`config.mk`:
```
export PLATFORM = sky130hd
export DESIGN_NAME = lcd_refresh_ctrl_flat
export DESIGN_NICKNAME = d
export VERILOG_FILES = /design/src/rtl/lcd_refresh_ctrl_if.sv /design/src/rtl/lcd_refresh_ctrl.sv /design/src/flat_wrapper.sv
export SDC_FILE = /design/constraint.sdc
export NUM_CORES = 1
export LEC_CHECK = 0
export ABC_AREA = 1
export BUFFER_PORTS_ARGS = -buffer_cell sky130_fd_sc_hd__buf_4
export CORE_AREA = 3 3 84 86
export DETAILED_ROUTE_END_ITERATION = 12
export DIE_AREA = 0 0 87 89
export GPL_TIMING_DRIVEN = 0
export PLACE_DENSITY = 0.76
export SYNTH_ARGS = -nofsm -noshare
export SYNTH_HDL_FRONTEND = slang
export SYNTH_SLANG_ARGS = --single-unit
```
`constraint.sdc`:
```
create_clock -name clk -period 2.9 [get_ports clk]
set_clock_uncertainty 0.15 [all_clocks]
set_input_delay 0.435 -clock clk [delete_from_list [all_inputs] [get_ports clk]]
set_output_delay 0.435 -clock clk [all_outputs]
set_load 0.005 [all_outputs]
```
`src/rtl/lcd_refresh_ctrl_if.sv`:
```
// lcd_refresh_ctrl_if: image ROM read port plus KS0108-style graphic LCD pins
//   rom_addr        {chip, page[2:0], col[5:0]} read address
//   rom_data        ROM read data, valid one cycle after rom_addr
//   graphic_lcd_*   8-bit bus, rw, en strobe, di, active-low rst, cs1/cs2
interface lcd_refresh_ctrl_if;
    logic [9:0] rom_addr;
    logic [7:0] rom_data;
    logic [7:0] graphic_lcd_d;
    logic       graphic_lcd_rw;
    logic       graphic_lcd_en;
    logic       graphic_lcd_di;
    logic       graphic_lcd_rst;
    logic       graphic_lcd_cs1;
    logic       graphic_lcd_cs2;
    modport master (
        output rom_addr, graphic_lcd_d, graphic_lcd_rw, graphic_lcd_en, graphic_lcd_di,
               graphic_lcd_rst, graphic_lcd_cs1, graphic_lcd_cs2,
        input  rom_data
    );
    modport slave (
        input  rom_addr, graphic_lcd_d, graphic_lcd_rw, graphic_lcd_en, graphic_lcd_di,
               graphic_lcd_rst, graphic_lcd_cs1, graphic_lcd_cs2,
        output rom_data
    );
endinterface

```
`src/rtl/lcd_refresh_ctrl.sv`:
```
// lcd_refresh_ctrl: resets/initialises a two-chip 128x64 LCD and streams frames from an image ROM
//   clk, rst_n      clock, asynchronous active-low reset
//   auto_i          level: refresh frames back to back while high
//   manual_i        rising edge requests one frame (ignored while busy)
//   busy_o          high in every state except IDLE
//   frame_done_o    one-cycle pulse at end of frame
//   bus             ROM read port and panel pins (master side)
module lcd_refresh_ctrl #(
    parameter int T_SETUP    = 2,
    parameter int T_EN_HIGH  = 4,
    parameter int T_HOLD     = 2,
    parameter int RST_CYCLES = 16
) (
    input  logic clk,
    input  logic rst_n,
    input  logic auto_i,
    input  logic manual_i,
    output logic busy_o,
    output logic frame_done_o,
    lcd_refresh_ctrl_if.master bus
);
    localparam logic [2:0] RST_HOLD   = 3'd0;
    localparam logic [2:0] INIT_ON    = 3'd1;
    localparam logic [2:0] INIT_LINE  = 3'd2;
    localparam logic [2:0] IDLE       = 3'd3;
    localparam logic [2:0] SET_PAGE   = 3'd4;
    localparam logic [2:0] SET_COL    = 3'd5;
    localparam logic [2:0] WRITE_DATA = 3'd6;
    localparam logic [2:0] FRAME_END  = 3'd7;
    localparam int CW = 16;
    localparam logic [CW-1:0] T_LAST   = CW'(T_SETUP + T_EN_HIGH + T_HOLD - 1);
    localparam logic [CW-1:0] EN_ON    = CW'(T_SETUP);
    localparam logic [CW-1:0] EN_OFF   = CW'(T_SETUP + T_EN_HIGH);
    localparam logic [CW-1:0] RST_LAST = CW'(RST_CYCLES - 1);
    localparam logic [CW-1:0] CAPTURE  = CW'(1);

    logic [2:0]    st, st_n;
    logic [CW-1:0] cnt, cnt_n;
    logic          chip, chip_n;
    logic [2:0]    page, page_n;
    logic [5:0]    col, col_n;
    logic          man_q1, man_q2;
    logic          start, xfer_n, init_n;
    logic [7:0]    cmd_n;

    assign start  = auto_i | (man_q1 & ~man_q2);
    // cnt is the cycle index inside the current transfer (or the panel reset timer)
    assign xfer_n = st_n != RST_HOLD && st_n != IDLE && st_n != FRAME_END;
    assign init_n = st_n == INIT_ON || st_n == INIT_LINE;
    assign cmd_n  = st_n == INIT_ON ? 8'h3F : st_n == INIT_LINE ? 8'hC0 :
                    st_n == SET_PAGE ? {5'b10111, page_n} : 8'h40;
    assign bus.graphic_lcd_rw = 1'b0;

    always_comb begin
        st_n   = st;
        cnt_n  = '0;
        chip_n = chip;
        page_n = page;
        col_n  = col;
        if (st == RST_HOLD) begin
            cnt_n = cnt + 1'b1;
            if (cnt == RST_LAST) begin
                st_n  = INIT_ON;
                cnt_n = '0;
            end
        end else if (st == IDLE) begin
            if (start) begin
                st_n   = SET_PAGE;
                chip_n = 1'b0;
                page_n = '0;
                col_n  = '0;
            end
        end else if (st == FRAME_END) begin
            st_n = IDLE;
        end else if (cnt != T_LAST) begin
            cnt_n = cnt + 1'b1;
        end else if (st == INIT_ON) begin
            st_n = INIT_LINE;
        end else if (st == INIT_LINE) begin
            st_n = IDLE;
        end else if (st == SET_PAGE) begin
            st_n = SET_COL;
        end else if (st == SET_COL) begin
            st_n = WRITE_DATA;
        end else begin
            // col wraps 63 -> 0 naturally; page 7 wraps to 0 as the right chip is selected
            col_n = col + 1'b1;
            if (col == 6'd63) begin
                st_n   = (chip && page == 3'd7) ? FRAME_END : SET_PAGE;
                page_n = page + 1'b1;
                if (page == 3'd7) chip_n = 1'b1;
            end
        end
    end

    always_ff @(posedge clk or negedge rst_n) begin
        if (!rst_n) begin
            st                  <= RST_HOLD;
            cnt                 <= '0;
            chip                <= 1'b0;
            page                <= '0;
            col                 <= '0;
            man_q1              <= 1'b0;
            man_q2              <= 1'b0;
            busy_o              <= 1'b0;
            frame_done_o        <= 1'b0;
            bus.rom_addr        <= '0;
            bus.graphic_lcd_d   <= '0;
            bus.graphic_lcd_en  <= 1'b0;
            bus.graphic_lcd_di  <= 1'b0;
            bus.graphic_lcd_rst <= 1'b0;
            bus.graphic_lcd_cs1 <= 1'b0;
            bus.graphic_lcd_cs2 <= 1'b0;
        end else begin
            st           <= st_n;
            cnt          <= cnt_n;
            chip         <= chip_n;
            page         <= page_n;
            col          <= col_n;
            man_q1       <= manual_i;
            man_q2       <= man_q1;
            busy_o       <= st_n != IDLE;
            frame_done_o <= st_n == FRAME_END;
            if (st_n == INIT_ON) bus.graphic_lcd_rst <= 1'b1;
            bus.graphic_lcd_en <= xfer_n && cnt_n >= EN_ON && cnt_n < EN_OFF;
            if (!xfer_n) begin
                bus.graphic_lcd_cs1 <= 1'b0;
                bus.graphic_lcd_cs2 <= 1'b0;
            end else if (cnt_n == '0) begin
                bus.graphic_lcd_cs1 <= init_n || !chip_n;
                bus.graphic_lcd_cs2 <= init_n || chip_n;
                bus.graphic_lcd_di  <= st_n == WRITE_DATA;
                if (st_n != WRITE_DATA) bus.graphic_lcd_d <= cmd_n;
            end
            // ROM byte requested in the previous transfer's last hold cycle arrives in setup cycle 0
            if (st_n == WRITE_DATA && cnt_n == CAPTURE) bus.graphic_lcd_d <= bus.rom_data;
            if (xfer_n && cnt_n == T_LAST)
                bus.rom_addr <= {chip_n, page_n, st_n == WRITE_DATA ? col_n + 1'b1 : 6'd0};
        end
    end
endmodule
```
`src/flat_wrapper.sv`:
```
// flat-port wrapper written by rule: the top's interface ports become plain ports
module lcd_refresh_ctrl_flat 
#(
    parameter int T_SETUP    = 2,
    parameter int T_EN_HIGH  = 4,
    parameter int T_HOLD     = 2,
    parameter int RST_CYCLES = 16
)
  (clk, rst_n, auto_i, manual_i, busy_o, frame_done_o, bus_rom_addr, bus_graphic_lcd_d, bus_graphic_lcd_rw, bus_graphic_lcd_en, bus_graphic_lcd_di, bus_graphic_lcd_rst, bus_graphic_lcd_cs1, bus_graphic_lcd_cs2, bus_rom_data);
  lcd_refresh_ctrl_if bus_i ();
  input  logic clk;
  input  logic rst_n;
  input  logic auto_i;
  input  logic manual_i;
  output logic busy_o;
  output logic frame_done_o;
  output wire logic [$bits(bus_i.rom_addr)-1:0] bus_rom_addr;
  output wire logic [$bits(bus_i.graphic_lcd_d)-1:0] bus_graphic_lcd_d;
  output wire logic [$bits(bus_i.graphic_lcd_rw)-1:0] bus_graphic_lcd_rw;
  output wire logic [$bits(bus_i.graphic_lcd_en)-1:0] bus_graphic_lcd_en;
  output wire logic [$bits(bus_i.graphic_lcd_di)-1:0] bus_graphic_lcd_di;
  output wire logic [$bits(bus_i.graphic_lcd_rst)-1:0] bus_graphic_lcd_rst;
  output wire logic [$bits(bus_i.graphic_lcd_cs1)-1:0] bus_graphic_lcd_cs1;
  output wire logic [$bits(bus_i.graphic_lcd_cs2)-1:0] bus_graphic_lcd_cs2;
  input wire logic [$bits(bus_i.rom_data)-1:0] bus_rom_data;
  assign bus_rom_addr = bus_i.rom_addr;
  assign bus_graphic_lcd_d = bus_i.graphic_lcd_d;
  assign bus_graphic_lcd_rw = bus_i.graphic_lcd_rw;
  assign bus_graphic_lcd_en = bus_i.graphic_lcd_en;
  assign bus_graphic_lcd_di = bus_i.graphic_lcd_di;
  assign bus_graphic_lcd_rst = bus_i.graphic_lcd_rst;
  assign bus_graphic_lcd_cs1 = bus_i.graphic_lcd_cs1;
  assign bus_graphic_lcd_cs2 = bus_i.graphic_lcd_cs2;
  assign bus_i.rom_data = bus_rom_data;
  lcd_refresh_ctrl #(.T_SETUP(T_SETUP), .T_EN_HIGH(T_EN_HIGH), .T_HOLD(T_HOLD), .RST_CYCLES(RST_CYCLES)) u_core (.clk(clk), .rst_n(rst_n), .auto_i(auto_i), .manual_i(manual_i), .busy_o(busy_o), .frame_done_o(frame_done_o), .bus(bus_i));
endmodule
```
==> run_results.csv, run 1 <==
group,metric,value,unit
final_layout,drive_above_1_share,18.6,%
placed_design,port_buffers,36,
sta,rsz0062_at_grt,"no",
final_layout,final_common_cell,"nand2_1",
detailed_routing,wirelength,7500,um
sta,fin_ws,225,ps
sta,min_period,2680,ps
sta,fmax,374,MHz
critical_path,critical_path.startpoint,"u_core.cnt[0]",
synthesis,ys_types,36,
global_routing,grt_pass1_vias,3022,
clock_tree,cts_sinks,56,
placed_design,pre_cts_ws,198,ps
synthesis,syn_area,3510,um2
detailed_routing,m1WireLength,3460,um
sta,whs,18.8,ps
die,fp.dieArea,7740,um2
final_layout,syn_to_final_growth,13.5,%
critical_path,r2r_slack,220,ps
critical_path,cp-endpoint,"u_core.bus.rom_addr[4]",
detailed_routing,ant_nets,0,
power,irDropWorstVdd,567,uV
critical_path,r2r_cells,13,
synthesis,synth_top_flop_cell,"dfrtp_1",
placed_design,dp_hpwl,5740,um
detailed_routing,wl_per_cell,12.4,um
clock_tree,htreeDepth,2,
sta,slew_viol_final,0,
die,num_rows,29,
detailed_routing,vias,3129,
critical_path,r2r_end,"u_core.bus.rom_addr[4]",
clock_tree,hold_buffers,0,
power,static-leakage-power,0.00231,uW
power,powerDensity,700,nW/um2
global_routing,groute.usage.overall,21.7,%
global_routing,grt_pass1_wl,13500,um
clock_tree,clk_pin_slew,100,ps
critical_path,crit_fanout,8,
sta,slew_headroom,51.8,%
clock_tree,cts_setup_buffers,0,
detailed_routing,top_layer,"met4",
run,cap_violations,0,
critical_path,r2r_start,"u_core.cnt[0]",
detailed_routing,drtPass1Iterations,4,
die,die_w,87,um
synthesis,synth_warnings,0,
synthesis,synth_seq_cells,56,
sta,worst_pin_slew,722,ps
global_routing,antenna_found_initial,0,
synthesis,syn_area_per_cell,7.28,um2
clock_tree,cts_tree,"yes",
final_layout,multi_input_area,1760,um2
detailed_routing,wl_met3,329,um
critical_path,cp-start-kind,"flip-flop",
synthesis,ys_seq_area_share,39.9,%
clock_tree,clkLatencyLatePin,310,ps
outcome,status,"finished, final reports clean",
critical_path,endpoint_kind,"flip-flop",
synthesis,synth-edff-count,0,
final_layout,fillers,571,
clock_tree,clk_path_buf_depth,2,
synthesis,synthCells,482,
placed_design,place_congestion,0.896,
placed_design,dpl_cell_area,3880,um2
detailed_routing,via_per_inst,5.17,
sta,setup_viol,0,
final_layout,layout.nets,544,
die,ios,38,
die,core,6350,um2
synthesis,async_flop_share,100,%
detailed_routing,drc_errors,0,
die,start_util,55.3,%
clock_tree,numCtsBuffers,5,
detailed_routing,met2_length,3600,um
critical_path,critPathArrivalTime,2730,ps
final_layout,final_cell_area,3980,um2
power,total_power,2790,uW
die,die_h,89,um
clock_tree,cts_root_buffer,"clkbuf_8",
detailed_routing,drt_iter0_markers,174,
global_routing,grt_max_degree,57,
critical_path,required,2950,ps
sta,fin_crit_sh,92.3,%
global_routing,grt_overflow_total,0,
final_layout,seq_area,1400,um2
final_layout,final_cell_mix,"nand2_1, inv_1, dfrtp_1",
final_layout,n_antenna_cell,0,
sta,setup_tns,0,ps
clock_tree,ctsResizeCount,0,
sta,hold_viol,0,
hold_path,hp-class,"input port to asynchronous set/reset pin",
synthesis,syn_nets,499,
critical_path,critPathKind,"flip-flop to flip-flop",
## flip-flops by register name, summed over array words and instances (netlist names), 3 cells and up
register                  cells
u_core.st                     3
u_core.bus.rom_addr          10
u_core.col                    6
u_core.bus.graphic_lcd_d      8
u_core.cnt                   16
u_core.page                   3
## report_power, final
| part | leakage, uW | switching (uW) | internal (uW) |
|---|---|---|---|
| combinational | 0.00153 | 776 | 499 |
| clock | 0.0000485 | 270 | 174 |
| sequential | 0.000733 | 128 | 939 |
## metal layers
layer,vias to the layer above,global-route usage (%)
met3,10,4.15
li1,1591,-
met4,0,6.52
met2,65,36.2
met1,1463,28.9
met5,-,0
## metrics by stage
step	utilization (%)	instances
finish	62.7	605
global route	62.7	605
CTS	62.5	603
detailed placement	61.0	595
global placement	61.0	595
floorplan	-	482
## final cells by class
cell class,instances,share of cell area (%)
plain buffers,4,0.943
clock buffers,5,1.73
well taps,77,2.42
flip-flops and latches,56,35.2
repair buffers,38,7.16
multi-input cells,338,44.1
clock inverters,3,0.566
inverters,84,7.92
## synthesized netlist by cell type, types with 3 or more instances
| cell | instances | area (um2) |
|---|---|---|
| nand2_1 | 144 | 541 |
| inv_1 | 78 | 293 |
| dfrtp_1 | 56 | 1400 |
| nor2_1 | 47 | 176 |
| nand3_1 | 43 | 215 |
| nand2_2 | 15 | 93.8 |
| nand4_1 | 13 | 81.3 |
| o21ai_0 | 9 | 45.0 |
| nor2_4 | 8 | 90.1 |
| inv_2 | 6 | 22.5 |
| o21ai_1 | 6 | 30.0 |
| o21bai_1 | 6 | 45.0 |
| xor2_1 | 6 | 52.6 |
| a21oi_1 | 5 | 25.0 |
| ha_1 | 5 | 62.6 |
| nor2_2 | 4 | 25.0 |
| nand2_4 | 3 | 33.8 |
| nand3_4 | 3 | 52.6 |
| o21ai_2 | 3 | 26.3 |
## cell families after synthesis
family / synth area share (%)
xor gates and xnor gates: 1.75
other: 0.107
buffers and inverters: 10.1
and+or+nand+nor: 39.9
AOI/OAI and AO/OA: 6.45
adders and majority gates: 1.78
DFF: 39.9
## worst min-delay path by stage
stage / end / slack [ps] / cells after the start
final: u_core.man_q1 / 20 / 1
after floorplan: u_core.bus.graphic_lcd_cs1 / -10 / 0
after global routing: u_core.man_q1 / 50 / 1
after detailed placement: u_core.man_q2 / 220 / 0
after CTS: u_core.cnt[12] / 50 / 1
after global placement: u_core.man_q2 / 210 / 0
## worst max-delay path, stage by stage, from the launching register on
cell and delay [ps]:
dfrtp_1 400, ha_1 260, nand3_1 120, nor2_2 200, nand2_2 140, nor2_4 190
nand2_1 160, inv_1 110, nor2_1 50, a21oi_2 180, ha_1 220, nand3_1 110
xor2_1 180, o21ai_1 90
(Power assumes the default switching activity.)
==> inputs of run 2 (changes only) <==
Settings changed: REMOVE_ABC_BUFFERS set to 1.
==> run_results.csv, run 2 (synthesized netlist as in run 1, its figures left out) <==
group,metric,value,unit
sta,fin_ws,249,ps
global_routing,grt_overflow_total,0,
clock_tree,cts_sinks,56,
die,fp.dieArea,7740,um2
critical_path,cpPeakStageDelay,390,ps
final_layout,n_antenna_cell,0,
sta,slew_viol_final,0,
sta,hold_viol,7,
critical_path,critPathTopFamily,"simple AND/OR/NAND/NOR gates",
final_layout,largest_reg_flops,16,
final_layout,drive_above_1_share,18.1,%
run,cap_violations,0,
die,start_util,55.3,%
detailed_routing,drt_iter0_markers,144,
power,static-leakage-power,0.00231,uW
critical_path,required,3000,ps
clock_tree,cts_root_buffer,"clkbuf_8",
clock_tree,numCtsBuffers,5,
sta,fin_crit_sh,91.4,%
global_routing,groute.usage.overall,21.4,%
global_routing,grt_use_met2,37.9,%
clock_tree,clk_path_buf_depth,2,
sta,fmax,377,MHz
final_layout,regMostFlops,"u_core.cnt",
power,p_sw,1200,uW
die,die_w,87,um
die,num_rows,29,
die,core,6350,um2
detailed_routing,ant_nets,0,
global_routing,grt_use_met1,27.6,%
final_layout,top_regs,"u_core.cnt x16, u_core.bus.rom_addr x10, u_core.bus.graphic_lcd_d x8",
critical_path,crit_fanout,8,
die,ios,38,
critical_path,critPathKind,"flip-flop to flip-flop",
power,internal_power,1680,uW
global_routing,antenna_found_initial,0,
critical_path,r2r_end,"u_core.bus.rom_addr[4]",
critical_path,r2r_slack,250,ps
power,power_frac_seq,37.1,%
final_layout,layout.nets,540,
outcome,status,"finished with violations",
clock_tree,cts_tree,"yes",
sta,rsz0062_at_grt,"no",
power,irDropWorstVdd,612,uV
critical_path,r2r_cells,13,
critical_path,endpoint_kind,"flip-flop",
die,die_h,89,um
critical_path,crit_buf_inv,1,
final_layout,syn_to_final_growth,13.6,%
clock_tree,clk_pin_slew,100,ps
final_layout,final_cell_mix,"nand2_1, inv_1, dfrtp_1",
global_routing,grt_max_degree,57,
power,power_frac_clock,18.6,%
global_routing,grt_pass1_wl,13400,um
global_routing,busiest_layer,"met2",
critical_path,r2r_start,"u_core.cnt[0]",
power,p_sw_share,41.7,%
critical_path,critPathArrivalTime,2750,ps
hold_path,hp-class,"input port to asynchronous set/reset pin",
detailed_routing,wl_per_cell,12.5,um
sta,min_period,2650,ps
detailed_routing,vias,3100,
detailed_routing,via_per_inst,5.16,
clock_tree,clkLatencyLatePin,320,ps
sta,setup_viol,0,
sta,slew_headroom,52.1,%
final_layout,final_common_cell,"nand2_1",
detailed_routing,drc_errors,0,
global_routing,grt_pass1_vias,3010,
clock_tree,htreeDepth,2,
critical_path,cp-start-kind,"flip-flop",
critical_path,cpMaxStageDelayCell,"dfrtp_1",
placed_design,pre_cts_ws,-16.9,ps
clock_tree,hold_buffers,0,
critical_path,path_cells,"ha_1 > nand3_1 > nor2_2 > nand2_2 > nor2_4 > nand2_1 > inv_1 > nor2_1 > a21oi_2 > ha_1 > nand3_1 > xor2_1 > o21ai_1",
detailed_routing,drtPass1Iterations,4,
power,pwr-share-comb,44.3,%
placed_design,dp_hpwl,5680,um
global_routing,met3_usage,3.32,%
placed_design,place_congestion,0.888,
detailed_routing,wirelength,7520,um
sta,whs,-10.9,ps
power,powerDensity,724,nW/um2
outcome,violations,"hold timing",
sta,worst_pin_slew,718,ps
placed_design,port_buffers,36,
power,total_power,2890,uW
-- run 2: cell types whose count changed in the layout (fill, tap and decap cells not counted) --
cell,delta
inv_6,-1
nand2_2,-2
nor2_1,-1
buf_6,-2
clkinv_2,-1
clkinv_4,+1
buf_4,-2
nor2_4,+1
bufinv_16,+1
nand2_4,+2
-- run 2: what timing repair did --
action | CTS | global route
gates resized for setup | 1 | 3
endpoints found under the setup margin | 3 | 18
buffers inserted | 0 | 2
-- run 2: worst register-to-register path: stages, from the launching register on --
cell,delay [ps]
dfrtp_1,390
ha_1,260
nand3_1,120
nor2_2,200
nand2_2,140
nor2_4,190
nand2_1,170
inv_1,110
nor2_1,50
a21oi_2,190
ha_1,240
nand3_1,110
xor2_1,150
o21ai_1,120
-- run 2: per-layer routing --
| metal | up-vias | share of wire (%) |
|---|---|---|
| met5 | - | 0 |
| met4 | 0 | 1.2 |
| met3 | 8 | 3.8 |
| met2 | 66 | 49 |
| met1 | 1445 | 46 |
| li1 | 1581 | - |
-- run 2: metrics by stage --
stage	TNS (ps)	instance area [um2]	utilization, %	instances
after global routing	0	3990	62.8	601
after CTS	0	3960	62.3	599
after floorplan	0	3470	-	478
after global placement	-1.22	3840	60.5	591
final	0	3990	62.8	601
after detailed placement	-19.7	3840	60.5	591
-- run 2: area by class of cell --
type | instances | area [um2]
Clock inverter | 3 | 47.5
Multi-Input combinational cell | 338 | 1770
Tap cell | 77 | 96.3
Timing Repair Buffer | 38 | 285
Clock buffer | 5 | 68.8
Sequential cell | 56 | 1400
Fill cell | 570 | 2360
Inverter | 84 | 315
-- run 2: worst max path at each step --
stage	slack, ps	end	start	depth (start not counted)
after floorplan	440	u_core.bus.graphic_lcd_d[6]	u_core.cnt[0]	14
after global placement	-1	u_core.bus.graphic_lcd_d[6]	u_core.cnt[0]	14
after detailed placement	-20	u_core.bus.graphic_lcd_d[6]	u_core.cnt[0]	14
after CTS	150	u_core.bus.rom_addr[4]	u_core.cnt[0]	13
after global routing	30	u_core.bus.graphic_lcd_d[0]	u_core.cnt[0]	14
final	250	u_core.bus.rom_addr[4]	u_core.cnt[0]	13
-- run 2: power by group through the flow --
stage	Sequential, uW	Clock [uW]	Combinational (uW)
6_report	1070	537	1280
4_1_cts	1070	549	1250
2_1_floorplan	1070	0	877
5_1_grt	1090	573	1460
3_3_place_gp	1080	0	1200
3_5_place_dp	1080	0	1230
==> inputs of run 3 (changes only) <==
Settings changed: BUFFER_PORTS_ARGS -buffer_cell sky130_fd_sc_hd__buf_4 to -buffer_cell sky130_fd_sc_hd__buf_2, TNS_END_PERCENT set to 1.
==> run_results.csv, run 3 (synthesized netlist as in run 1, its figures left out) <==
group,metric,value,unit
detailed_routing,wl_per_cell,12.4,um
clock_tree,numCtsBuffers,5,
detailed_routing,drt_iter0_markers,153,
detailed_routing,wirelength,7440,um
detailed_routing,drc_errors,0,
critical_path,r2r_start,"u_core.cnt[0]",
power,static-leakage-power,0.00230,uW
detailed_routing,via_per_inst,5.11,
final_layout,top_regs,"u_core.cnt x16, u_core.bus.rom_addr x10, u_core.bus.graphic_lcd_d x8",
critical_path,required,2970,ps
clock_tree,cts_sinks,56,
placed_design,port_buffers,36,
outcome,status,"finished, final reports clean",
final_layout,regMostFlops,"u_core.cnt",
critical_path,r2r_end,"u_core.bus.graphic_lcd_d[6]",
detailed_routing,vias,3073,
power,irDropWorstVdd,556,uV
critical_path,endpoint_kind,"flip-flop",
power,power_frac_clock,20.7,%
critical_path,crit_fanout,11,
final_layout,drive_above_1_share,18.3,%
clock_tree,htreeDepth,2,
sta,slew_viol_final,0,
detailed_routing,drtPass1Iterations,4,
die,core,6350,um2
final_layout,post-route-util,61.7,%
global_routing,grt_pass1_vias,2886,
sta,fin_crit_sh,90.7,%
sta,fmax,380,MHz
detailed_routing,ant_nets,0,
hold_path,hp-class,"input port to asynchronous set/reset pin",
power,power_frac_seq,36.7,%
critical_path,r2r_slack,270,ps
final_layout,final_common_cell,"nand2_1",
global_routing,groute.usage.overall,20.4,%
sta,setup_viol,0,
die,num_rows,29,
critical_path,critPathArrivalTime,2690,ps
die,die_h,89,um
global_routing,grt_pass1_wl,12600,um
global_routing,antenna_found_initial,0,
run,cap_violations,0,
die,ios,38,
sta,fin_ws,271,ps
die,start_util,55.3,%
power,pwr-share-comb,42.5,%
final_layout,final_cell_mix,"nand2_1, inv_1, dfrtp_1",
final_layout,syn_to_final_growth,11.6,%
global_routing,grt_max_degree,57,
power,p_sw,1170,uW
placed_design,place_congestion,0.877,
power,internal_power,1720,uW
critical_path,r2r_cells,14,
die,die_w,87,um
clock_tree,clk_path_buf_depth,2,
sta,rsz0062_at_grt,"no",
clock_tree,hold_buffers,0,
power,p_sw_share,40.4,%
critical_path,cp-start-kind,"flip-flop",
die,fp.dieArea,7740,um2
final_layout,n_antenna_cell,0,
sta,worst_pin_slew,727,ps
final_layout,largest_reg_flops,16,
power,powerDensity,739,nW/um2
sta,hold_viol,0,
final_layout,layout.nets,541,
clock_tree,cts_tree,"yes",
sta,min_period,2630,ps
critical_path,critPathKind,"flip-flop to flip-flop",
clock_tree,clkLatencyLatePin,320,ps
clock_tree,cts_root_buffer,"clkbuf_8",
sta,slew_headroom,51.5,%
placed_design,dp_hpwl,5670,um
clock_tree,clk_pin_slew,100,ps
global_routing,grt_overflow_total,0,
placed_design,pre_cts_ws,-8.52,ps
[run 3: changes by cell type in the layout (fill, tap and decap cells not counted), sizes merged]
cell    delta
bufinv     +1
buf        +1
clkinv     -2
[run 3: how the worst max path moves through the flow]
stage                        startpoint                          end  slack (ps)  depth (start not counted)
final                     u_core.cnt[0]  u_core.bus.graphic_lcd_d[6]         270                         14
after detailed placement  u_core.cnt[0]  u_core.bus.graphic_lcd_d[6]          -9                         14
after floorplan           u_core.cnt[0]  u_core.bus.graphic_lcd_d[6]         440                         14
after global placement    u_core.cnt[0]  u_core.bus.graphic_lcd_d[6]          20                         14
after CTS                 u_core.cnt[0]       u_core.bus.rom_addr[8]         140                         15
after global routing      u_core.cnt[0]       u_core.bus.rom_addr[4]         0.4                         13
[run 3: cell type report]
type                       count  area [um2]
clock inverter                 2        60.1
timing repair buffer          39         205
clock buffer                   5        68.8
multi-input combinational    338        1770
tap                           77        96.3
fill                         590        2430
sequential                    56        1400
inverter                      84         315
[run 3: layer usage]
layer | share of wire, % | up-vias | track usage [%]
met1 | 47 | 1413 | 26.6
li1 | - | 1586 | -
met4 | 1.1 | 0 | 6.37
met5 | 0 | - | 0
met2 | 48 | 65 | 35.3
met3 | 3.9 | 9 | 2.58
[run 3: critical path, stage by stage, from the launching register on]
cell and delay (ps):
dfrtp_1 390, ha_2 240, nand3_1 100, nor2_2 190
nand2_2 140, nand2_1 80, nand2_1 70, a21oi_4 210
nand3_4 140, nor2_2 440, nand3_1 150, nand2_1 90
nand2_1 40, nand2_1 50, nand2_1 40
[run 3: power by group through the flow]
stage,clock [uW],combinational [uW],sequential [uW]
floorplan,0,877,1070
global placement,0,1150,1070
detailed placement,0,1180,1070
CTS,611,1190,1060
global route,630,1400,1080
finish,600,1230,1060
[run 3: stage by stage]
stage	total power [uW]	hold slack [ps]	std cells	TNS, ps	cell area (um2)
6_report	2890	16.6	601	0	3920
5_1_grt	3100	67.4	601	0	3920
4_1_cts	2860	59.9	598	0	3880
3_5_place_dp	2260	214	591	-8.52	3750
3_3_place_gp	2220	210	591	0	3750
2_1_floorplan	1940	-10.6	478	0	3470
[run 3: what timing repair did]
action                                  in CTS  in global routing
resized for setup                            1                  3
endpoints found under the setup margin       1                 18
buffers inserted                             0                  3
